**config.mk**
```make
export PLATFORM = sky130hd
export DESIGN_NAME = interrupt_ctrl
export DESIGN_NICKNAME = d
export VERILOG_FILES = /design/src/rtl/interrupt_ctrl.sv
export SDC_FILE = /design/constraint.sdc
export NUM_CORES = 1
export LEC_CHECK = 0
export BUFFER_PORTS_ARGS = -buffer_cell sky130_fd_sc_hd__buf_4
export CORE_MARGIN = 5
export CORE_UTILIZATION = 50
export CTS_CLUSTER_SIZE = 25
export DETAILED_ROUTE_END_ITERATION = 10
export GPL_TIMING_DRIVEN = 0
export PLACE_DENSITY_LB_ADDON = 0.2
export SLEW_MARGIN = 25
export SYNTH_ARGS = -nofsm -noshare
export SYNTH_HDL_FRONTEND = slang
export SYNTH_SLANG_ARGS = --single-unit
```
**constraint.sdc**
```tcl
create_clock -name clk -period 6.8 [get_ports clk]
set_clock_uncertainty 0.15 [all_clocks]
set_input_delay 0.68 -clock clk [delete_from_list [all_inputs] [get_ports clk]]
set_output_delay 0.68 -clock clk [all_outputs]
set_load 0.05 [all_outputs]
```
**src/rtl/interrupt_ctrl.sv**
```systemverilog
// interrupt_ctrl: synchronised per-channel interrupt capture with selectable
// trigger mode, software set, lost-event flags, a lowest-index priority
// encoder and a coalesced aggregate request.
module interrupt_ctrl #(
  parameter int WIDTH       = 32,
  parameter int SYNC_STAGES = 2,
  parameter int CNT_W       = 16,
  parameter int ID_W        = 6
) (
  input  logic                 clk,
  input  logic                 rstn,
  input  logic [WIDTH-1:0]     int_src,
  input  logic [2*WIDTH-1:0]   int_mode,
  input  logic [WIDTH-1:0]     int_en,
  input  logic [WIDTH-1:0]     int_set,
  input  logic [WIDTH-1:0]     int_clr,
  input  logic [ID_W:0]        coal_thr,
  input  logic [CNT_W-1:0]     coal_tmo,
  output logic [WIDTH-1:0]     int_sta,
  output logic [WIDTH-1:0]     int_line,
  output logic [WIDTH-1:0]     int_ovf,
  output logic                 irq,
  output logic [ID_W-1:0]      irq_id,
  output logic                 irq_valid
);

  localparam logic [1:0] MODE_LEVEL = 2'b00;
  localparam logic [1:0] MODE_RISE  = 2'b01;
  localparam logic [1:0] MODE_FALL  = 2'b10;
  localparam logic [1:0] MODE_BOTH  = 2'b11;

  logic [WIDTH-1:0] src_s;
  logic [WIDTH-1:0] prev_q, prev_d;
  logic [WIDTH-1:0] int_sta_q, int_sta_d;
  logic [WIDTH-1:0] int_ovf_q, int_ovf_d;
  logic [WIDTH-1:0] src_evt, edge_evt;
  logic [CNT_W-1:0] timer_q, timer_d;
  logic             irq_q, irq_d;
  logic [CNT_W:0]   timer_inc;
  logic [ID_W:0]    n_act;
  logic             active, thr_hit, tmo_hit;

  generate
    if (SYNC_STAGES == 0) begin : g_nosync
      assign src_s = int_src;
    end else begin : g_sync
      logic [SYNC_STAGES-1:0][WIDTH-1:0] sync_q, sync_d;

      // Shift the raw sources one stage further down the synchroniser chain.
      always_comb begin
        sync_d[0] = int_src;
        for (int k = 1; k < SYNC_STAGES; k++) sync_d[k] = sync_q[k-1];
      end

      // Synchroniser chain; cleared so a source held high through reset is
      // seen as a fresh rising edge once reset is released.
      always_ff @(posedge clk or negedge rstn) begin
        // NOTE: state is only ever updated with <= so every flop samples the
        // pre-edge value of its neighbours, independent of block ordering.
        if (!rstn) sync_q <= '0;
        else       sync_q <= sync_d;
      end

      assign src_s = sync_q[SYNC_STAGES-1];
    end
  endgenerate

  // Per-channel event detection and sticky status / overflow next state.
  always_comb begin
    // NOTE: every variable gets a default before any branch so no path can
    // leave it unassigned and infer a latch.
    src_evt  = '0;
    edge_evt = '0;
    prev_d   = src_s;
    for (int i = 0; i < WIDTH; i++) begin
      case (int_mode[2*i +: 2])
        MODE_LEVEL: src_evt[i] = src_s[i];
        MODE_RISE:  src_evt[i] = src_s[i] & ~prev_q[i];
        MODE_FALL:  src_evt[i] = ~src_s[i] & prev_q[i];
        MODE_BOTH:  src_evt[i] = src_s[i] ^ prev_q[i];
      endcase
      // A held level is not a lost event, so only edge modes feed overflow.
      edge_evt[i] = src_evt[i] & (int_mode[2*i +: 2] != MODE_LEVEL);
    end
    // New events win over a coincident clear for both status and overflow.
    int_sta_d = (int_sta_q & ~int_clr) | src_evt | int_set;
    int_ovf_d = (int_ovf_q & ~int_clr) | ((edge_evt | int_set) & int_sta_q);
  end

  assign int_line  = int_sta_q & int_en;
  assign irq_valid = |int_line;

  // Lowest-index active line wins; scanning downward lets lower bits overwrite.
  always_comb begin
    irq_id = '0;
    for (int i = WIDTH - 1; i >= 0; i--) begin
      if (int_line[i]) irq_id = ID_W'(i);
    end
  end

  // Count active lines for the coalescing threshold.
  always_comb begin
    n_act = '0;
    for (int i = 0; i < WIDTH; i++) n_act = n_act + {{ID_W{1'b0}}, int_line[i]};
  end

  assign active    = irq_valid;
  assign timer_inc = (CNT_W+1)'(timer_q) + (CNT_W+1)'(1);
  assign thr_hit   = active & (n_act >= coal_thr);
  assign tmo_hit   = active & (coal_tmo != '0) & (timer_inc >= {1'b0, coal_tmo});

  // Coalescing timer and aggregate request next state.
  always_comb begin
    timer_d = timer_q;
    irq_d   = irq_q;
    if (!active) begin
      timer_d = '0;
    end else if (!irq_q && (timer_q != '1)) begin
      timer_d = timer_inc[CNT_W-1:0];
    end
    if (thr_hit || tmo_hit) irq_d = 1'b1;
    else if (!active)       irq_d = 1'b0;
  end

  // Edge history, status, overflow, timer and request registers.
  always_ff @(posedge clk or negedge rstn) begin
    if (!rstn) begin
      prev_q    <= '0;
      int_sta_q <= '0;
      int_ovf_q <= '0;
      timer_q   <= '0;
      irq_q     <= 1'b0;
    end else begin
      prev_q    <= prev_d;
      int_sta_q <= int_sta_d;
      int_ovf_q <= int_ovf_d;
      timer_q   <= timer_d;
      irq_q     <= irq_d;
    end
  end

  assign int_sta = int_sta_q;
  assign int_ovf = int_ovf_q;
  assign irq     = irq_q;

endmodule

```
==> flow_summary_export.csv, run 1 <==
group,metric,value,unit
cells_and_area,fin_area,13200,um2
grt,grt_pass1_vias,8349,
yosys,synthArstFlopShare,100,%
placement,numPortBuffers,319,
clock_network,cts_buffer_depth,2,
route,wl,26700,um
cells_and_area,nets,1661,
timing,setup_violations,0,
yosys,avgSynthCellArea,9.92,um2
grt,grt_pass1_wl,41700,um
clock_network,cts_hold_repair.buffers,0,
timing,setup_tns,0,ns
flow_run,drv_cap,0,
yosys,syn_nets,1322,
floorplan,rows,51,
worst_setup_path,r2r-end,"irq$_DFFE_PN0P_",
power_and_ir_drop,ir_drop,254,uV
floorplan,die-width,150,um
floorplan,coreArea,19300,um2
route,routedWlPerCell,16.6,um
hold_path,min_path_type,"in2async",
grt,gr-total-overflow,0,
clock_network,clock_sinks,177,
grt,grt_max_degree,92,
placement,gp_congestion,0.834,
clock_network,cts_buffers,17,
route,vias_per_cell,5.01,
run_status,status,"complete, no violations",
worst_setup_path,cp_max_fo,4,
timing,rsz0062_at_grt,"false",
timing,finalHoldViolations,0,
yosys,synthCells,986,
route,drc,0,
power_and_ir_drop,power_frac_seq,30.7,%
worst_setup_path,path_cells,"nand2_1 -> inv_1 -> fa_1 -> inv_1 -> fa_1 -> fa_1 -> fa_1 -> fa_1 -> fa_1 -> inv_1 -> ha_1 -> fa_1 -> a21o_1 -> a21oi_1 -> xnor2_1 -> ha_1 -> a21oi_1 -> o31ai_1 -> a21oi_1 -> o21ba_2 -> a21oi_1",
worst_setup_path,r2r-start,"int_sta[1]$_DFF_PN0_",
worst_setup_path,r2r_slack,0.66,ns
grt,grt.total_usage,24.0,%
cells_and_area,n_antenna_cell,0,
worst_setup_path,cpMostUsedCell,"fa_1",
route,initialDrtViolationCount,279,
cells_and_area,syn2layout_area_growth,34.5,%
clock_network,htree_levels,4,
worst_setup_path,worstPathRequired,6.93,ns
route,drtPass1Iterations,5,
yosys,ys_seq_area_share,45.3,%
worst_setup_path,r2r_cells,21,
grt,grt_antenna_before_repair,0,
yosys,synthFlopType,"dfrtp_1",
worst_setup_path,worstSetupPathType,"reg2reg",
placement,placed_area,12500,um2
floorplan,io_pins,321,
power_and_ir_drop,powerDensity,298,nW/um2
worst_setup_path,cp-end-kind,"flop",
yosys,synth_edf_count,0,
timing,worst_pin_slew,0.700,ns
clock_network,root_buffer,"clkbuf_16",
worst_setup_path,critPathArrivalTime,6.27,ns
worst_setup_path,start_kind,"flop",
clock_network,cts-resized-gates,0,
floorplan,start_util,50.6,%
yosys,yosysWarningCount,0,
cells_and_area,drive_gt1_share,27.1,%
clock_network,cts_tree,"built",
power_and_ir_drop,p_int,0.00247,W
timing,relSlewSlack,53.3,%
route,antenna_left,0,
floorplan,fp.dieH,150,um
timing,period_share,90.3,%
power_and_ir_drop,switching_share,37.0,%
yosys,synth-seq-cells,177,
power_and_ir_drop,clock_power_share,26.2,%
clock_network,clock_latency,0.42,ns
floorplan,die_area,22500,um2
route,vias,8034,
timing,setup_slack,0.659,ns
cells_and_area,fillers,1559,
timing,period_minus_slack,6.14,ns
timing,max_clock_freq,0.163,GHz
placement,post-place-ws,0.225,ns
yosys,syn_area,9790,um2
cells_and_area,register_area,4430,um2
clock_network,clk_pin_slew,0.07,ns
power_and_ir_drop,p_leak,7.18,nW
worst_setup_path,critPathSlowestCell,"fa_1",
yosys,yosysUniqueCellTypes,51,
timing,maxSlewViolCount,0,
cells_and_area,multi_input_area,4470,um2
clock_network,post-cts-setup-buffers,0,
worst_setup_path,cp_slowest_stage_delay,0.56,ns
power_and_ir_drop,comb_power_share,43.1,%
power_and_ir_drop,power_switching,0.00145,W
placement,dp_hpwl,22100,um
## metrics by stage
step	std cells	power [W]	util [%]	hold slack, ns
2_1_floorplan	986	0.00244	-	0.181
6_report	1603	0.00392	68.1	0.0964
4_1_cts	1603	0.00398	68.1	0.127
5_1_grt	1603	0.00425	68.1	0.143
3_3_place_gp	1570	0.00287	64.7	0.182
3_5_place_dp	1571	0.00293	64.9	0.185
## state kept, by name, summed over array words and instances (netlist names)
signal         flops
irq                1
g_sync.sync_d     32
int_sta           32
prev_d            32
timer_q           16
int_ovf           32
prev_q            32
## synthesized netlist by cell type (all sizes together), types with 10 or more instances
library cell,instances,area share (%)
nor3,10,0.84
and2,13,0.83
nand2,40,1.5
o22ai,32,2.0
a21oi,80,4.1
ha,96,12
fa,23,4.7
dfrtp,177,45
nor2,67,2.6
mux2i,32,3.3
or3,33,2.1
xor2,14,1.3
xnor2,18,1.6
nand3,13,0.72
o211ai,34,2.6
inv,228,8.7
## critical path, delay by kind of cell, from the launching register on
| family | cells | cell delay [ns] |
|---|---|---|
| compound gates | 7 | 1.02 |
| simple gates | 1 | 0.14 |
| flops | 1 | 0.39 |
| xor+xnor | 1 | 0.15 |
| fa+ha+maj | 9 | 3.87 |
| buf+inv | 3 | 0.27 |
## cell type report
| type | instances | share of cell area (%) |
|---|---|---|
| Buffer | 4 | 0.228 |
| Clock buffer | 20 | 3.39 |
| Clock inverter | 12 | 1.28 |
| Inverter | 228 | 6.50 |
| Multi-Input combinational cell | 577 | 34.0 |
| Sequential cell | 177 | 33.7 |
| Tap cell | 265 | 2.52 |
| Timing Repair Buffer | 320 | 18.5 |
## cell usage in the layout, fill, tap and decap left out, drive strengths merged, types with 13 or more instances in the layout
| master | n |
|---|---|
| nand2 | 40 |
| and2 | 13 |
| clkbuf | 22 |
| fa | 23 |
| ha | 96 |
| mux2i | 32 |
| nand3 | 13 |
| buf | 322 |
| xnor2 | 18 |
| nor2 | 67 |
| dfrtp | 177 |
| or3 | 33 |
| o211ai | 34 |
| a21oi | 80 |
| xor2 | 14 |
| inv | 234 |
| o22ai | 32 |
## cells by family after synthesis
group / share of synthesized area [%]
buffers and inverters: 9.05
and+or+nand+nor: 10.5
DFF: 45.3
adders and majority gates: 17.0
AOI/OAI and AO/OA: 12.0
other: 0.0383
muxes: 3.27
xor gates and xnor gates: 2.86
## power groups by stage
stage / sequential (W) / combinational [W] / clock [W]
after floorplan: 0.00133 / 0.00110 / 0
after global placement: 0.00122 / 0.00166 / 0
after detailed placement: 0.00122 / 0.00171 / 0
after CTS: 0.00120 / 0.00173 / 0.00105
after global routing: 0.00121 / 0.00194 / 0.00110
final: 0.00120 / 0.00169 / 0.00103
## how the worst max path moves through the flow
stage | from | end | cells after the start
floorplan | int_sta[3]$_DFF_PN0_ | irq$_DFFE_PN0P_ | 20
global placement | int_en[1] | irq$_DFFE_PN0P_ | 22
detailed placement | int_en[1] | irq$_DFFE_PN0P_ | 22
CTS | int_sta[1]$_DFF_PN0_ | irq$_DFFE_PN0P_ | 21
global route | int_sta[1]$_DFF_PN0_ | irq$_DFFE_PN0P_ | 21
finish | int_sta[1]$_DFF_PN0_ | irq$_DFFE_PN0P_ | 21
## per-layer routing
layer,track usage [%],vias up,routed length [um]
li1,-,3939,-
met1,27.8,3797,10200
met2,42.2,249,13500
met3,7.03,49,2190
met4,8.60,0,772
met5,0,-,0
No activity file was read; power rests on OpenSTA's default activity.
==> run 2, diff against run 1 <==
--- a/config.mk
+++ b/config.mk
@@ -12,6 +12,7 @@
 export DETAILED_ROUTE_END_ITERATION = 10
 export GPL_TIMING_DRIVEN = 0
 export PLACE_DENSITY_LB_ADDON = 0.2
+export SKIP_LAST_GASP = 1
 export SLEW_MARGIN = 25
 export SYNTH_ARGS = -nofsm -noshare
 export SYNTH_HDL_FRONTEND = slang
==> constraint.sdc (replaced) <==
create_clock -name clk -period 6.8 [get_ports clk]
set_clock_uncertainty 0.15 [all_clocks]
set_input_delay 1.36 -clock clk [delete_from_list [all_inputs] [get_ports clk]]
set_output_delay 1.36 -clock clk [all_outputs]
set_load 0.05 [all_outputs]
==> run 2 against run 1 <==
Against the previous run: routed wire length down 0.98%; setup slack worse by 0.44 ns; sequential power about the same; core utilization down 0.12 points; via count down 0.40%; maximum frequency down 6.7%; cell area down 0.17%; count of clock-buffer cells in the layout down 1; non-clock buffer count up 1; highest routed layer unchanged.
==> flow_summary_export.csv, run 2 (synthesized netlist as in run 1, its figures left out) <==
group,metric,value,unit
clock_network,cts_buffers,17,
worst_setup_path,cp_slowest_stage_delay,0.53,ns
route,drc,0,
floorplan,die-width,150,um
route,routed.top_layer,"met4",
floorplan,rows,51,
timing,rsz0062_at_grt,"false",
worst_setup_path,cp-end-kind,"flop",
clock_network,cts_buffer_depth,2,
worst_setup_path,r2r_slack,0.83,ns
worst_setup_path,start_kind,"primary input",
floorplan,coreArea,19300,um2
route,vias_per_cell,4.99,
route,drt-met1-wl,10500,um
timing,period_share,96.8,%
placement,numPortBuffers,319,
timing,period_minus_slack,6.58,ns
cells_and_area,fillers,1600,
route,routedWlPerCell,16.5,um
power_and_ir_drop,ir_drop,307,uV
grt,grt_antenna_before_repair,0,
timing,finalHoldViolations,0,
clock_network,htree_levels,4,
worst_setup_path,path_cells,"buf_4 -> nand2_2 -> clkinvlp_4 -> fa_1 -> inv_1 -> fa_1 -> fa_1 -> fa_1 -> fa_1 -> fa_1 -> inv_1 -> ha_1 -> fa_2 -> a21o_1 -> a21oi_1 -> xnor2_1 -> ha_1 -> nand2_1 -> o31ai_1 -> a21oi_1 -> o21ba_2 -> a21oi_1",
power_and_ir_drop,p_leak,7.15,nW
cells_and_area,syn2layout_area_growth,34.3,%
cells_and_area,layout_commonest_cell,"buf_4",
grt,grt.total_usage,23.6,%
worst_setup_path,critPathArrivalTime,6.78,ns
grt,gr-total-overflow,0,
worst_setup_path,critPathSlowestCell,"fa_1",
run_status,status,"complete, no violations",
floorplan,io_pins,321,
placement,gp_congestion,0.891,
power_and_ir_drop,total_power,0.00381,W
timing,worst_pin_slew,0.550,ns
clock_network,clock_sinks,177,
floorplan,fp.dieH,150,um
grt,grt_pass1_vias,8093,
cells_and_area,most-common-layout-cells,"319 x buf_4, 225 x inv_1, 177 x dfrtp_1, 96 x ha_1, 80 x a21oi_1",
route,initialDrtViolationCount,293,
placement,placed_area,12600,um2
clock_network,cts_tree,"built",
route,vias,8002,
cells_and_area,fin_area,13100,um2
cells_and_area,n_antenna_cell,0,
floorplan,die_area,22500,um2
worst_setup_path,worstPathRequired,7.00,ns
floorplan,start_util,50.6,%
flow_run,drv_cap,0,
grt,grt_max_degree,81,
worst_setup_path,crit_family,"adder cells",
timing,setup_violations,0,
clock_network,clk_pin_slew,0.07,ns
worst_setup_path,worstSetupPathType,"in2reg",
route,dr_wl_met3,2060,um
hold_path,min_path_type,"reg2reg",
power_and_ir_drop,powerDensity,290,nW/um2
worst_setup_path,cpMostUsedCell,"fa_1",
route,wl,26400,um
route,drtPass1Iterations,5,
timing,maxSlewViolCount,0,
cells_and_area,drive_gt1_share,27.8,%
route,wl_met2,13200,um
cells_and_area,nets,1662,
clock_network,clock_latency,0.43,ns
placement,dp_hpwl,22100,um
timing,max_clock_freq,0.152,GHz
worst_setup_path,cp_num_buf_inv,4,
timing,relSlewSlack,63.3,%
clock_network,root_buffer,"clkbuf_16",
grt,grt_pass1_wl,40900,um
route,antenna_left,0,
worst_setup_path,cp_max_fo,4,
## run 2: path summary, 6_finish.rpt
kind / cells after the start / from / to
setup / recovery: 22 / int_en[0] / irq$_DFFE_PN0P_
hold / removal: 0 / g_sync.sync_d[55]$_DFF_PN0_ / prev_d[23]$_DFF_PN0_
setup reg to reg: 21 / int_sta[11]$_DFF_PN0_ / irq$_DFFE_PN0P_
hold reg to reg: 0 / g_sync.sync_d[55]$_DFF_PN0_ / prev_d[23]$_DFF_PN0_
max in group asynchronous: 2 / rstn / prev_q[1]$_DFF_PN0_
min in group asynchronous: 1 / rstn / prev_d[30]$_DFF_PN0_
## run 2: through the flow
step	setup TNS, ns	setup WS [ns]	cells	hold slack, ns	util, %
global route	0	0.00488	1604	0.202	68.0
floorplan	0	0.00827	986	0.181	-
detailed placement	-0.268	-0.268	1572	0.185	65.1
global placement	-0.222	-0.222	1570	0.182	64.8
finish	0	0.220	1604	0.196	68.0
CTS	0	0.163	1604	0.199	68.0
## run 2: power breakdown
group,switching [W],leakage (nW),internal (W)
registers,0.0000709,1.99,0.00113
clock network,0.000439,0.258,0.000482
logic,0.000939,4.91,0.000745
## run 2: repair_timing
action | 4_1_cts | 5_1_grt
endpoints found under the setup margin | 0 | 1
gates resized for setup | 0 | 2
buffers inserted | 0 | 0
hold buffers | 0 | 0
## run 2: routing by layer
layer	up-vias	global-route usage, %
met2	251	41.1
met4	0	8.19
li1	3938	-
met5	-	0
met3	34	5.69
met1	3779	28.7
## run 2: layout make-up
type                            count  area, um2  area share (%)
Timing Repair Buffer              321       2460            18.7
Buffer                              4       30.0           0.229
Inverter                          228        860            6.54
Multi-Input combinational cell    577       4480            34.1
Sequential cell                   177       4430            33.7
Clock inverter                     13        119           0.905
Tap cell                          265        332            2.52
Clock buffer                       19        433            3.29
==> run 3, diff against run 2 <==
==> constraint.sdc (replaced) <==
create_clock -name clk -period 6.8 [get_ports clk]
set_clock_uncertainty 0.15 [all_clocks]
set_input_delay 1.36 -clock clk [delete_from_list [all_inputs] [get_ports clk]]
set_output_delay 1.36 -clock clk [all_outputs]
set_load 0.02 [all_outputs]
==> run 3 against run 2 <==
Against the previous run: count of clock-buffer cells in the layout grew 1; sequential share of layout area shrank 0.13 points; via count increased by 0.71%; cell area increased by 0.40%.
==> flow_summary_export.csv, run 3 (synthesized netlist as in run 1, its figures left out) <==
group,metric,value,unit
cells_and_area,nets,1661,
timing,setup_violations,0,
timing,worst_pin_slew,0.699,ns
route,routedWlPerCell,16.6,um
clock_network,htree_levels,4,
clock_network,root_buffer,"clkbuf_16",
timing,max_clock_freq,0.152,GHz
floorplan,start_util,50.6,%
cells_and_area,n_antenna_cell,0,
power_and_ir_drop,ir_drop,287,uV
cells_and_area,finalNonFillerCells,1603,
cells_and_area,layout_commonest_cell,"buf_4",
cells_and_area,most-common-layout-cells,"319 x buf_4, 225 x inv_1, 177 x dfrtp_1, 96 x ha_1, 76 x a21oi_1",
placement,gp_congestion,0.834,
timing,relSlewSlack,53.4,%
flow_run,drv_cap,0,
route,vias,8059,
placement,numPortBuffers,319,
run_status,status,"complete, no violations",
grt,grt_antenna_before_repair,0,
cells_and_area,fin_area,13200,um2
floorplan,rows,51,
floorplan,die-width,150,um
floorplan,coreArea,19300,um2
route,drc,0,
timing,rsz0062_at_grt,"false",
route,drtPass1Iterations,5,
timing,period_share,96.9,%
placement,dp_hpwl,22100,um
power_and_ir_drop,p_leak,7.18,nW
clock_network,cts_tree,"built",
worst_setup_path,worstPathRequired,7.00,ns
cells_and_area,syn2layout_area_growth,34.8,%
worst_setup_path,start_kind,"primary input",
timing,period_minus_slack,6.59,ns
worst_setup_path,cp-end-kind,"flop",
placement,place_inst,1571,
grt,gr-total-overflow,0,
grt,grt_max_degree,92,
clock_network,clock_latency,0.42,ns
route,antenna_left,0,
worst_setup_path,worstSetupPathType,"in2reg",
timing,setup_slack,0.212,ns
power_and_ir_drop,powerDensity,295,nW/um2
route,wl,26700,um
placement,placed_area,12500,um2
worst_setup_path,cp_max_fo,3,
floorplan,die_area,22500,um2
clock_network,clock_sinks,177,
timing,maxSlewViolCount,0,
floorplan,io_pins,321,
clock_network,cts_buffer_depth,2,
timing,finalHoldViolations,0,
route,initialDrtViolationCount,291,
worst_setup_path,critPathArrivalTime,6.79,ns
cells_and_area,drive_gt1_share,28.1,%
route,vias_per_cell,5.03,
floorplan,fp.dieH,150,um
placement,post-place-ws,-0.455,ns
grt,grt_pass1_wl,41700,um
clock_network,cts_buffers,17,
hold_path,min_path_type,"reg2reg",
grt,grt_pass1_vias,8349,
clock_network,clk_pin_slew,0.07,ns
clock_network,cts_hold_repair.buffers,0,
grt,grt.total_usage,24.0,%
==> run 3: routing by layer <==
layer	GRT usage (%)	wire, um	vias to the layer above
li1	-	-	3933
met1	27.8	10000	3816
met2	42.2	13500	265
met3	7.03	2380	45
met4	8.60	744	0
met5	0	0	-
==> run 3: cell type report <==
| type | instances | area [um2] |
|---|---|---|
| multi-input cells | 577 | 4500 |
| plain buffers | 4 | 30.0 |
| repair buffers | 320 | 2430 |
| fillers | 1554 | 6140 |
| clock buffers | 20 | 447 |
| flip-flops and latches | 177 | 4430 |
| clock inverters | 12 | 169 |
| well taps | 265 | 332 |
| inverters | 228 | 856 |
==> run 3: final timing paths <==
| check | cells after the start | end | startpoint | slack (ns) |
|---|---|---|---|---|
| max reg2reg | 20 | irq$_DFFE_PN0P_ | int_sta[25]$_DFF_PN0_ | 0.82 |
| min reg2reg | 0 | prev_d[8]$_DFF_PN0_ | g_sync.sync_d[40]$_DFF_PN0_ | 0.19 |
| min | 0 | prev_d[8]$_DFF_PN0_ | g_sync.sync_d[40]$_DFF_PN0_ | 0.19 |
| min in group asynchronous | 1 | prev_q[25]$_DFF_PN0_ | rstn | 0.78 |
| max in group asynchronous | 2 | int_sta[14]$_DFF_PN0_ | rstn | 4.85 |
| max | 21 | irq$_DFFE_PN0P_ | int_en[25] | 0.21 |
==> run 3: report_power, final <==
group | switching (W) | total, W | internal (W)
combinational | 0.000882 | 0.00167 | 0.000784
clock | 0.000431 | 0.00103 | 0.000598
sequential | 0.0000696 | 0.00120 | 0.00113
total | 0.00138 | 0.00390 | 0.00252
==> run 3: through the flow <==
stage	total power [W]	TNS (ns)	hold slack, ns	utilization, %
floorplan	0.00231	0	0.181	-
global placement	0.00275	-0.404	0.182	64.7
detailed placement	0.00281	-0.455	0.185	64.9
CTS	0.00386	0	0.194	68.1
global route	0.00424	0	0.199	68.2
finish	0.00390	0	0.192	68.2
==> run 3: repair_timing <==
action / CTS / global route
resized for setup: 1 / 13
pin swaps: 0 / 7
buffers inserted: 0 / 0
endpoints found under the hold margin: 0 / 0
endpoints found under the setup margin: 1 / 1
cloned: 0 / 0
==> run 3: critical path, cell delays in order <==
cell and delay (ns):
buf_4 0.11, and2_2 0.22, fa_1 0.53, inv_1 0.05, fa_1 0.47, fa_1 0.51, fa_1 0.54, fa_1 0.43
fa_1 0.49, inv_1 0.04, ha_1 0.20, fa_2 0.35, a21o_1 0.19, a21oi_2 0.13, xnor2_1 0.09, ha_1 0.31
nand2_1 0.07, o31ai_2 0.25, a21oi_2 0.11, o21ba_2 0.21, a21oi_2 0.11
